### config.mk
export PLATFORM = sky130hd
export DESIGN_NAME = instr_decode_stage_flat
export DESIGN_NICKNAME = d
export VERILOG_FILES = /design/src/rtl/kgp_pkg.sv /design/src/rtl/instr_decode_stage_if.sv /design/src/rtl/instr_decode_stage_reg_file.sv /design/src/rtl/instr_decode_stage.sv /design/src/flat_wrapper.sv
export SDC_FILE = /design/constraint.sdc
export NUM_CORES = 2
export LEC_CHECK = 0
export ABC_CLOCK_PERIOD_IN_PS = 2200
export CAP_MARGIN = 25
export CELL_PAD_IN_SITES_DETAIL_PLACEMENT = 1
export CELL_PAD_IN_SITES_GLOBAL_PLACEMENT = 2
export CORE_MARGIN = 2
export CORE_UTILIZATION = 40
export DETAILED_ROUTE_END_ITERATION = 6
export PLACE_DENSITY = 0.76
export SYNTH_ARGS = -nofsm -noshare
export SYNTH_HDL_FRONTEND = slang
export SYNTH_SLANG_ARGS = --single-unit
### constraint.sdc
create_clock -name clk -period 2.2 [get_ports clk]
set_input_delay 0.44 -clock clk [delete_from_list [all_inputs] [get_ports clk]]
set_output_delay 0.44 -clock clk [all_outputs]
set_load 0.1 [all_outputs]
### src/rtl/kgp_pkg.sv
// ----------------------------------------------------------------------------
// kgp_pkg
// Shared definitions for the pipeline: datapath and register-file widths,
// opcode constants, instruction field bit positions, the ID/EX record type
// and a sign-extension helper.
// No ports (package).
// ----------------------------------------------------------------------------
package kgp_pkg;

    localparam int DW   = 32;
    localparam int NREG = 32;
    localparam int AW   = $clog2(NREG);

    // Opcodes. Load word is the only load class.
    localparam logic [5:0] OP_NOP = 6'b000000;
    localparam logic [5:0] OP_LD  = 6'b100000;

    // Instruction field bit positions
    localparam int OPC_HI = 31;
    localparam int OPC_LO = 26;
    localparam int RD_HI  = 25;
    localparam int RD_LO  = 21;
    localparam int RS_HI  = 20;
    localparam int RS_LO  = 16;
    localparam int RT_HI  = 15;
    localparam int RT_LO  = 11;
    localparam int IMM_HI = 15;
    localparam int IMM_LO = 0;

    // Contents of the ID/EX pipeline register
    typedef struct packed {
        logic          valid;
        logic [5:0]    opcode;
        logic [AW-1:0] rd;
        logic [DW-1:0] rs_val;
        logic [DW-1:0] rt_val;
        logic [DW-1:0] imm;
        logic [DW-1:0] npc;
        logic          is_load;
    } idex_t;

    // Sign-extend a 16-bit immediate to the datapath width
    function automatic logic [DW-1:0] sign_ext16(input logic [15:0] v);
        return {{(DW-16){v[15]}}, v};
    endfunction

endpackage

### src/rtl/instr_decode_stage_if.sv
// ----------------------------------------------------------------------------
// instr_decode_stage_if
// Bundles the ID stage's fetch-side inputs, write-back port, flush, the
// stall return path and the ID/EX outputs.
//   slave  : the decode stage (consumes fetch/WB/flush, drives stall/ex_*)
//   master : the environment (drives fetch/WB/flush, observes stall/ex_*)
// ----------------------------------------------------------------------------
interface instr_decode_stage_if;
    import kgp_pkg::*;

    logic [DW-1:0] if_instr;
    logic [DW-1:0] if_NPC;
    logic          flush;
    logic          wb_we;
    logic [AW-1:0] wb_rd;
    logic [DW-1:0] wb_data;
    logic          stall;
    logic          ex_valid;
    logic [5:0]    ex_opcode;
    logic [AW-1:0] ex_rd;
    logic [DW-1:0] ex_rs_val;
    logic [DW-1:0] ex_rt_val;
    logic [DW-1:0] ex_imm;
    logic [DW-1:0] ex_NPC;
    logic          ex_is_load;

    modport slave (
        input  if_instr, if_NPC, flush, wb_we, wb_rd, wb_data,
        output stall, ex_valid, ex_opcode, ex_rd, ex_rs_val, ex_rt_val,
               ex_imm, ex_NPC, ex_is_load
    );

    modport master (
        output if_instr, if_NPC, flush, wb_we, wb_rd, wb_data,
        input  stall, ex_valid, ex_opcode, ex_rd, ex_rs_val, ex_rt_val,
               ex_imm, ex_NPC, ex_is_load
    );

endinterface

### src/rtl/instr_decode_stage_reg_file.sv
// ----------------------------------------------------------------------------
// reg_file
// 32 x 32 register file, two combinational read ports and one write port.
// r0 always reads zero and ignores writes. A read of the register being
// written in the same cycle returns the incoming write data.
//   clk, rst          clock, synchronous active-high reset (clears all entries)
//   we/waddr/wdata    write port, committed on the rising edge
//   raddr_a/rdata_a   read port A
//   raddr_b/rdata_b   read port B
// ----------------------------------------------------------------------------
module reg_file
    import kgp_pkg::*;
(
    input  logic          clk,
    input  logic          rst,
    input  logic          we,
    input  logic [AW-1:0] waddr,
    input  logic [DW-1:0] wdata,
    input  logic [AW-1:0] raddr_a,
    input  logic [AW-1:0] raddr_b,
    output logic [DW-1:0] rdata_a,
    output logic [DW-1:0] rdata_b
);

    logic [DW-1:0] mem_r [NREG];

    // Storage: cleared on reset, written on the edge when enabled (never r0)
    always_ff @(posedge clk) begin
        if (rst) begin
            for (int i = 0; i < NREG; i++) begin
                mem_r[i] <= {DW{1'b0}};
            end
        end else if (we && (waddr != {AW{1'b0}})) begin
            mem_r[waddr] <= wdata;
        end
    end

    // Read port A: r0 is hard zero, then write-through bypass, then storage
    always_comb begin
        rdata_a = {DW{1'b0}};
        if (raddr_a == {AW{1'b0}}) begin
            rdata_a = {DW{1'b0}};
        end else if (we && (waddr == raddr_a)) begin
            rdata_a = wdata;
        end else begin
            rdata_a = mem_r[raddr_a];
        end
    end

    // Read port B: same priority as port A
    always_comb begin
        rdata_b = {DW{1'b0}};
        if (raddr_b == {AW{1'b0}}) begin
            rdata_b = {DW{1'b0}};
        end else if (we && (waddr == raddr_b)) begin
            rdata_b = wdata;
        end else begin
            rdata_b = mem_r[raddr_b];
        end
    end

endmodule

### src/rtl/instr_decode_stage.sv
// ----------------------------------------------------------------------------
// instr_decode_stage
// Instruction decode stage: splits the fetched instruction into fields,
// reads rs/rt from the register file, detects load-use hazards against the
// instruction currently in ID/EX, and registers the result into ID/EX.
//   clk   system clock, rising edge
//   rst   synchronous active-high reset (clears ID/EX and the register file)
//   bus   slave side of instr_decode_stage_if:
//         in : if_instr, if_NPC, flush, wb_we, wb_rd, wb_data
//         out: stall (combinational), ex_* (registered ID/EX contents)
// ----------------------------------------------------------------------------
module instr_decode_stage
    import kgp_pkg::*;
(
    input  logic                  clk,
    input  logic                  rst,
    instr_decode_stage_if.slave   bus
);

    logic [5:0]    opcode_s;
    logic [AW-1:0] rd_s;
    logic [AW-1:0] rs_s;
    logic [AW-1:0] rt_s;
    logic [DW-1:0] imm_s;
    logic [DW-1:0] rs_val_s;
    logic [DW-1:0] rt_val_s;
    logic          stall_s;
    idex_t         ex_next_s;
    idex_t         ex_r;

    // Field extraction from the instruction presented by fetch
    always_comb begin
        opcode_s = bus.if_instr[OPC_HI:OPC_LO];
        rd_s     = bus.if_instr[RD_HI:RD_LO];
        rs_s     = bus.if_instr[RS_HI:RS_LO];
        rt_s     = bus.if_instr[RT_HI:RT_LO];
        imm_s    = sign_ext16(bus.if_instr[IMM_HI:IMM_LO]);
    end

    reg_file u_reg_file (
        .clk     (clk),
        .rst     (rst),
        .we      (bus.wb_we),
        .waddr   (bus.wb_rd),
        .wdata   (bus.wb_data),
        .raddr_a (rs_s),
        .raddr_b (rt_s),
        .rdata_a (rs_val_s),
        .rdata_b (rt_val_s)
    );

    // Load-use hazard: the load in ID/EX has not produced its data yet.
    // A load to r0 never stalls, and a flush squashes the consumer anyway.
    always_comb begin
        stall_s = 1'b0;
        if (ex_r.valid && ex_r.is_load && (ex_r.rd != {AW{1'b0}}) &&
            ((ex_r.rd == rs_s) || (ex_r.rd == rt_s)) && !bus.flush) begin
            stall_s = 1'b1;
        end else begin
            stall_s = 1'b0;
        end
    end

    // Next ID/EX contents: bubble on flush or stall, decoded fields otherwise
    always_comb begin
        ex_next_s = '0;
        if (bus.flush || stall_s) begin
            ex_next_s = '0;
        end else begin
            ex_next_s.valid   = 1'b1;
            ex_next_s.opcode  = opcode_s;
            ex_next_s.rd      = rd_s;
            ex_next_s.rs_val  = rs_val_s;
            ex_next_s.rt_val  = rt_val_s;
            ex_next_s.imm     = imm_s;
            ex_next_s.npc     = bus.if_NPC;
            ex_next_s.is_load = (opcode_s == OP_LD);
        end
    end

    // ID/EX pipeline register
    always_ff @(posedge clk) begin
        if (rst) begin
            ex_r <= '0;
        end else begin
            ex_r <= ex_next_s;
        end
    end

    assign bus.stall      = stall_s;
    assign bus.ex_valid   = ex_r.valid;
    assign bus.ex_opcode  = ex_r.opcode;
    assign bus.ex_rd      = ex_r.rd;
    assign bus.ex_rs_val  = ex_r.rs_val;
    assign bus.ex_rt_val  = ex_r.rt_val;
    assign bus.ex_imm     = ex_r.imm;
    assign bus.ex_NPC     = ex_r.npc;
    assign bus.ex_is_load = ex_r.is_load;

endmodule

### src/flat_wrapper.sv
// flat-port wrapper written by rule: the top's interface ports become plain ports
module instr_decode_stage_flat import kgp_pkg::*;
  (clk, rst, bus_if_instr, bus_if_NPC, bus_flush, bus_wb_we, bus_wb_rd, bus_wb_data, bus_stall, bus_ex_valid, bus_ex_opcode, bus_ex_rd, bus_ex_rs_val, bus_ex_rt_val, bus_ex_imm, bus_ex_NPC, bus_ex_is_load);
  instr_decode_stage_if bus_i ();
  input  logic clk;
  input  logic rst;
  input wire logic [$bits(bus_i.if_instr)-1:0] bus_if_instr;
  input wire logic [$bits(bus_i.if_NPC)-1:0] bus_if_NPC;
  input wire logic [$bits(bus_i.flush)-1:0] bus_flush;
  input wire logic [$bits(bus_i.wb_we)-1:0] bus_wb_we;
  input wire logic [$bits(bus_i.wb_rd)-1:0] bus_wb_rd;
  input wire logic [$bits(bus_i.wb_data)-1:0] bus_wb_data;
  output wire logic [$bits(bus_i.stall)-1:0] bus_stall;
  output wire logic [$bits(bus_i.ex_valid)-1:0] bus_ex_valid;
  output wire logic [$bits(bus_i.ex_opcode)-1:0] bus_ex_opcode;
  output wire logic [$bits(bus_i.ex_rd)-1:0] bus_ex_rd;
  output wire logic [$bits(bus_i.ex_rs_val)-1:0] bus_ex_rs_val;
  output wire logic [$bits(bus_i.ex_rt_val)-1:0] bus_ex_rt_val;
  output wire logic [$bits(bus_i.ex_imm)-1:0] bus_ex_imm;
  output wire logic [$bits(bus_i.ex_NPC)-1:0] bus_ex_NPC;
  output wire logic [$bits(bus_i.ex_is_load)-1:0] bus_ex_is_load;
  assign bus_i.if_instr = bus_if_instr;
  assign bus_i.if_NPC = bus_if_NPC;
  assign bus_i.flush = bus_flush;
  assign bus_i.wb_we = bus_wb_we;
  assign bus_i.wb_rd = bus_wb_rd;
  assign bus_i.wb_data = bus_wb_data;
  assign bus_stall = bus_i.stall;
  assign bus_ex_valid = bus_i.ex_valid;
  assign bus_ex_opcode = bus_i.ex_opcode;
  assign bus_ex_rd = bus_i.ex_rd;
  assign bus_ex_rs_val = bus_i.ex_rs_val;
  assign bus_ex_rt_val = bus_i.ex_rt_val;
  assign bus_ex_imm = bus_i.ex_imm;
  assign bus_ex_NPC = bus_i.ex_NPC;
  assign bus_ex_is_load = bus_i.ex_is_load;
  instr_decode_stage u_core (.clk(clk), .rst(rst), .bus(bus_i));
endmodule
After elaboration in Yosys (flattened, before gate mapping)
Memory sizes are Yosys's and may differ from the RTL's.
Index checks and enable logic that the tools add are counted.
W data, S select, Z words.
{"block": "classes", "n_eq_ne": 5, "mux": 14, "reduce_logical": 18}
{"operator": "$mux W32", "n": 5}
{"operator": "$mux W141", "n": 1}
{"operator": "$reduce_or A32 Y1", "n": 1}
{"operator": "$eq A5 B5 Y1", "n": 4}
{"operator": "$logic_not A5 Y1", "n": 2}
{"operator": "$reduce_bool A5 Y1", "n": 2}
{"operator": "$logic_and A1 B1 Y1", "n": 7}
{"operator": "$mux W1", "n": 7}
{"operator": "$eq A6 B6 Y1 const B", "n": 1}
{"operator": "$reduce_or A3 Y1", "n": 2}
{"operator": "$mux W5", "n": 1}
{"operator": "$logic_or A1 B1 Y1", "n": 2}
{"operator": "$reduce_or A2 Y1", "n": 1}
{"operator": "$logic_not A1 Y1", "n": 1}
{"block": "totals", "memories": 1, "input_bits": 105, "out_inout_bits": 142, "wordCells": 46, "ff_bits": 125, "ram_bits": 1024}
{"memory": "u_core.u_reg_file.mem_r", "words": 32, "word_bits": 32, "read_ports": 2, "rd_clocked_by_memory_dff": 0, "write_ports": 32, "line_no": "instr_decode_stage_reg_file.sv:25", "source": "logic [DW-1:0] mem_r [NREG];"}

Logic depth before layout (Yosys ltp)
{"block": "depth", "depth_word": 7, "depth_mapped": 10, "ltp_nobuf": 6}

Hierarchy
From an unflattened synthesis, not the netlist that was laid out.
{"block": "unflattened", "cells_unflattened": 4251, "area_unflattened_um2": 59335.7}
{"mod": "reg_file", "instances": 1, "cells_per_inst": 3802, "area_each_um2": 55061.6, "seq_area_each_um2": 30749.5}
{"mod": "instr_decode_stage", "instances": 1, "cells_per_inst": 449, "area_each_um2": 4274.1, "seq_area_each_um2": 2502.4}

Worst setup path before layout
OpenSTA, ideal clock, no wires.
{"block": "synth_path", "path_type": "reg2out", "start": "register u_core.ex_r (netlist bit u_core.bus.ex_rd[1])", "end": "output port bus_stall", "n_path_buf": 0, "required_time_ps": 1760, "stages_incl_launch_ff": 6, "setup_slack_ps": -1365, "arrival_time_ps": 3125, "cell_sequence": "dfxtp_1 > xor2_1 > nor3_1 > nand3_1 > a21oi_2 > nor2b_1"}
{"block": "synth_via", "elab_chain_cells": 5, "word_cells_on_any_way": 8, "classes_between": "2 x eq/ne; 1 x mux; 5 x reduce/logical"}
{"element": "start: declaration", "line_no": "instr_decode_stage.sv:29", "source": "idex_t ex_r;"}
{"element": "start signal: assignment", "line_no": "instr_decode_stage.sv:86", "source": "ex_r <= ex_next_s;"}
{"element": "$eq A5 B5 Y1 / $reduce_bool A5 Y1 (equally long branches)", "line_no": "instr_decode_stage.sv:57, instr_decode_stage.sv:56"}
{"element": "$logic_or A1 B1 Y1 / $logic_and A1 B1 Y1 (equally long branches)", "line_no": "instr_decode_stage.sv:57, instr_decode_stage.sv:56"}
{"element": "$logic_and A1 B1 Y1 (*)", "line_no": "instr_decode_stage.sv:56", "source": "if (ex_r.valid && ex_r.is_load && (ex_r.rd != {AW{1'b0}}) &&"}
{"element": "$logic_and A1 B1 Y1 (*)", "line_no": "instr_decode_stage.sv:57", "source": "((ex_r.rd == rs_s) || (ex_r.rd == rt_s)) && !bus.flush) begin"}
{"element": "$mux W1 (*)", "line_no": "instr_decode_stage.sv:56"}
{"element": "end: declaration", "line_no": "flat_wrapper.sv:13", "source": "output wire logic [$bits(bus_i.stall)-1:0] bus_stall;"}
Every way passes the cells marked *; elsewhere a longest branch is shown, timed or not.

Final worst setup path
{"block": "layout_path", "start": "register u_core.ex_r (netlist bit u_core.bus.ex_rd[0])", "end": "output port bus_stall"}
The elaborated chain is that of the path after synthesis.

==> impl_results.rst <==
.. list-table::
   :header-rows: 1

   * - Metric
     - Value
   * - Total clock sinks
     - between 1k and 1.5k
   * - Sum of negative setup slack
     - -9.87 ns
   * - Clock tree from TritonCTS
     - built
   * - Sum of net half-perimeters after detailed placement
     - 161 mm
   * - Synthesized instance count
     - 4,131
   * - Warning count from the yosys run
     - 0
   * - Maximum number of pins on one net before global-route repair
     - 58
   * - Dominant register cell in the synthesized netlist
     - sky130_fd_sc_hd__edfxtp_1
   * - Kind of start point of the critical path
     - flip-flop
   * - Library cell used as clock root buffer
     - sky130_fd_sc_hd__clkbuf_16
   * - Unrepaired setup endpoints after global routing
     - true
   * - Later-pin clock latency in the skew report
     - about 0.80 ns
   * - Required arrival time at the worst endpoint
     - 1.76 ns
   * - Vias in the first global route
     - about 42k
   * - # fillers
     - about 14k
   * - Clock skew after layout
     - 0.0307 ns
   * - Normalized max-slew margin
     - 52.9%
   * - Post-synthesis cell type count
     - 48
   * - Number of levels the H-tree was split into
     - 4
   * - Fraction of power consumed by sequential logic
     - a little under half
   * - Power per cell area
     - 768 mW/mm^2
   * - Combined area of the multi-input logic cells
     - between 0.02 and 0.025 mm^2
   * - Post-detailed-route count of antenna-violating nets
     - 0
   * - Upper clock frequency limit
     - 378 MHz
   * - Period Utilization, post-route
     - 120%
   * - DIE HEIGHT
     - slightly below 400 um
   * - Initial DRC Count
     - between 5k and 6k
   * - Slack of the worst reg-to-reg path
     - -0.21 ns
   * - Total die area
     - between 0.1 and 0.15 mm^2
   * - Core outline area
     - ~0.15 mm^2
   * - Final GP Congestion
     - 0.926
   * - Share of synthesized registers carrying an async set or reset
     - 0%
   * - Aggregate routed wire length
     - about 230 mm
   * - Drt first pass iters
     - 6
   * - Via count
     - 41.0k
   * - Portion of the post-synthesis area used by sequential elements
     - 56.9%
   * - Failing checks
     - negative setup slack
   * - Category of the most critical setup path
     - flip-flop to output port
   * - Proportion of power drawn by combinational gates
     - between 10 and 15%
   * - Final Hold Vio Count
     - 0
   * - Post-route insts no fill
     - between 6k and 7k
   * - Worst r2r path cells
     - 10
   * - Highest net fanout along the worst path
     - 2
   * - Crit path time final
     - roughly 2.6 ns
   * - Post-layout worst setup margin
     - -0.444 ns
   * - Leading cell type in the layout, fill and taps excluded
     - sky130_fd_sc_hd__and2_1
   * - Wire length of the first global-routing pass
     - about 320 mm
   * - Critical path capture point type
     - output port
   * - R2R Path Start
     - u_core.bus.ex_rd[0]$_SDFF_PP0_
   * - Type of the worst min-delay path
     - input pin to flip-flop
   * - P_int
     - between 0.04 and 0.05 W
   * - Remaining DRCs
     - 0
   * - Run status
     - complete, but fails checks
   * - Worst flop-to-flop path endpoint
     - u_core.bus.ex_rs_val[14]$_SDFF_PP0_
   * - Buffers from clock root to sink, at most
     - 3
   * - Initial core utilization
     - between 40% and 50%
   * - Net Switching
     - 0.0151 W
   * - Antenna violations before repair
     - 24
   * - Leak pwr
     - between 20 and 30 nW
   * - Critical Path Sink
     - bus_stall
   * - Proportion of layout cells with a drive suffix above 1
     - ~32%
   * - MaxCap Viol Count
     - 0
   * - GR Util All Layers
     - a little under a third
   * - Cell area after synthesis
     - roughly 0.058 mm^2
   * - Total of flip-flops plus latches after synthesis
     - ~1.1k
   * - IO Count
     - approximately 250
   * - Total placed cells including tap cells
     - ~6.5k
   * - CP Launch Point
     - u_core.bus.ex_rd[0]$_SDFF_PP0_
   * - Rows
     - 140
   * - Growth of design area from synthesis to finish
     - 26.6%
   * - Number of setup violations in the final report
     - 86
   * - Average wire length per cell after detail routing
     - roughly 34 um
   * - Slew of the pin with the lowest slew margin
     - about 0.7 ns
   * - Average via count per standard cell
     - a little over 6
   * - Part of the total power dissipated in the clock network
     - between 40% and 50%
   * - X dimension of the die
     - slightly below 400 um
   * - Synthesized area divided by synthesized cell count
     - approximately 14 um^2
   * - Number of max-slew violations in the final report
     - 0
   * - Largest voltage drop on the vdd net
     - 625 uV
   * - Number of clock buffers inserted by TritonCTS
     - roughly 140
   * - Combined flip-flop and latch cell area
     - 0.0333 mm^2
   * - Final global-route overflow total
     - 0
   * - Sw frac
     - between 20% and 30%
   * - Most frequent cells in the layout
     - sky130_fd_sc_hd__and2_1, sky130_fd_sc_hd__edfxtp_1, sky130_fd_sc_hd__buf_4
   * - EDFF count, synth
     - 1,024
   * - Post-layout net count
     - 4,842
   * - Data arrival at the endpoint of the critical path
     - between 2 and 2.5 ns
   * - Number of port buffers
     - ~250
   * - Clock-pin slew on the worst setup and hold paths
     - 0.06 ns
through the flow:
stage / total power (W) / worst slack (ns) / util [%] / hold WS (ns) / instance area, um^2
floorplan: 0.0302 / -0.0795 / - / 0.561 / 58700
global placement: 0.0340 / -0.742 / 47.3 / 0.803 / 68800
detailed placement: 0.0342 / -0.901 / 47.3 / 0.828 / 68800
CTS: 0.0569 / -0.513 / 50.6 / 0.119 / 73500
global route: 0.0582 / -0.519 / 50.9 / 0.146 / 74000
finish: 0.0569 / -0.444 / 50.9 / 0.159 / 74000
critical path: stages (launching register included):
cell	delay [ns]
sky130_fd_sc_hd__dfxtp_4	0.34
sky130_fd_sc_hd__or4_4	0.54
sky130_fd_sc_hd__o211ai_4	0.20
sky130_fd_sc_hd__a21oi_4	0.04
sky130_fd_sc_hd__nor2b_4	0.13
sky130_fd_sc_hd__buf_12	0.16
sequential cells by signal, indices dropped and copies added (netlist names):
register	cells
u_core.bus.ex_NPC	32
u_core.u_reg_file.mem_r	1024
u_core.bus.ex_is_load	1
u_core.bus.ex_imm	16
u_core.bus.ex_rt_val	32
u_core.bus.ex_rs_val	32
u_core.bus.ex_rd	5
u_core.bus.ex_valid	1
u_core.bus.ex_opcode	6
final cells by class:
| cell class | count | share of cell area (%) |
|---|---|---|
| antenna | 1 | 0.00338 |
| clock buffer | 189 | 5.19 |
| clock inverter | 54 | 0.767 |
| multi-input combinational | 2570 | 32.5 |
| sequential | 1149 | 44.9 |
| tap | 1917 | 3.24 |
| timing repair buffer | 881 | 13.4 |
kinds of logic after synthesis:
group / share of synthesized area, %
buffers and inverters: 3.31
muxes: 19.2
AOI/OAI and AO/OA: 5.29
xor gates and xnor gates: 0.300
DFF: 56.9
other: 0.00641
and+or+nand+nor: 15.0
worst min-delay path by stage:
stage                                                   from                                           end  slack (ns)  cells after the start
6_report                                                 rst  u_core.u_reg_file.mem_r[0][22]$_SDFFCE_PN0P_        0.16                      2
5_1_grt                                                  rst  u_core.u_reg_file.mem_r[0][22]$_SDFFCE_PN0P_        0.15                      2
4_1_cts                                                  rst  u_core.u_reg_file.mem_r[0][22]$_SDFFCE_PN0P_        0.12                      2
3_5_place_dp   u_core.u_reg_file.mem_r[29][20]$_SDFFCE_PN0P_           u_core.bus.ex_rt_val[20]$_SDFF_PP0_        0.83                      4
3_3_place_gp   u_core.u_reg_file.mem_r[31][15]$_SDFFCE_PN0P_           u_core.bus.ex_rt_val[15]$_SDFF_PP0_        0.80                      4
2_1_floorplan                               bus_if_instr[21]                u_core.bus.ex_rd[0]$_SDFF_PP0_        0.56                      1
what timing repair did:
item,CTS,global route
hold buffers,0,0
pin swaps,11,35
setup buffers,9,4
gates resized for setup,17,39
setup endpoints to repair,54,105
cloned,4,8
layer usage:
| metal | up-vias | global-route usage (%) | share of wire (%) |
|---|---|---|---|
| li1 | 16800 | - | - |
| met1 | 21700 | 40.2 | 39 |
| met3 | 411 | 7.59 | 10 |
| met4 | 8 | 10.8 | 3.9 |
| met2 | 2116 | 49.3 | 47 |
| met5 | - | 0 | 0.017 |
cells in the mapped netlist, drive strengths merged, types with 3 or more instances:
cell type | n | area, um^2
nand4 | 31 | 194
nor4 | 3 | 18.8
xor2 | 14 | 123
a22o | 31 | 272
a211oi | 3 | 22.5
nor3b | 3 | 32.5
buf | 149 | 832
a21oi | 65 | 329
o2bb2ai | 32 | 468
nand3 | 68 | 340
dfxtp | 125 | 2500
nor2 | 39 | 149
xnor2 | 6 | 52.6
or3 | 3 | 18.8
edfxtp | 1024 | 30700
clkbuf | 294 | 1100
a31oi | 25 | 156
or2 | 33 | 206
o221ai | 7 | 61.3
mux2 | 100 | 1130
mux2i | 250 | 2500
nand2 | 7 | 26.3
and4b | 26 | 260
a22oi | 174 | 1310
nor2b | 70 | 438
nand2b | 4 | 25.0
and2 | 1053 | 6590
nand3b | 8 | 60.1
nor3 | 38 | 195
mux4 | 338 | 7610
o22ai | 71 | 444
and3 | 28 | 175
power by group through the flow:
| stage | sequential [W] | combinational, W | clock (W) |
|---|---|---|---|
| floorplan | 0.0266 | 0.00355 | 0 |
| global placement | 0.0259 | 0.00806 | 0 |
| detailed placement | 0.0260 | 0.00816 | 0 |
| CTS | 0.0256 | 0.00823 | 0.0230 |
| global route | 0.0257 | 0.00869 | 0.0238 |
| finish | 0.0256 | 0.00845 | 0.0228 |
Note: power is estimated with default switching activity, not from simulation.
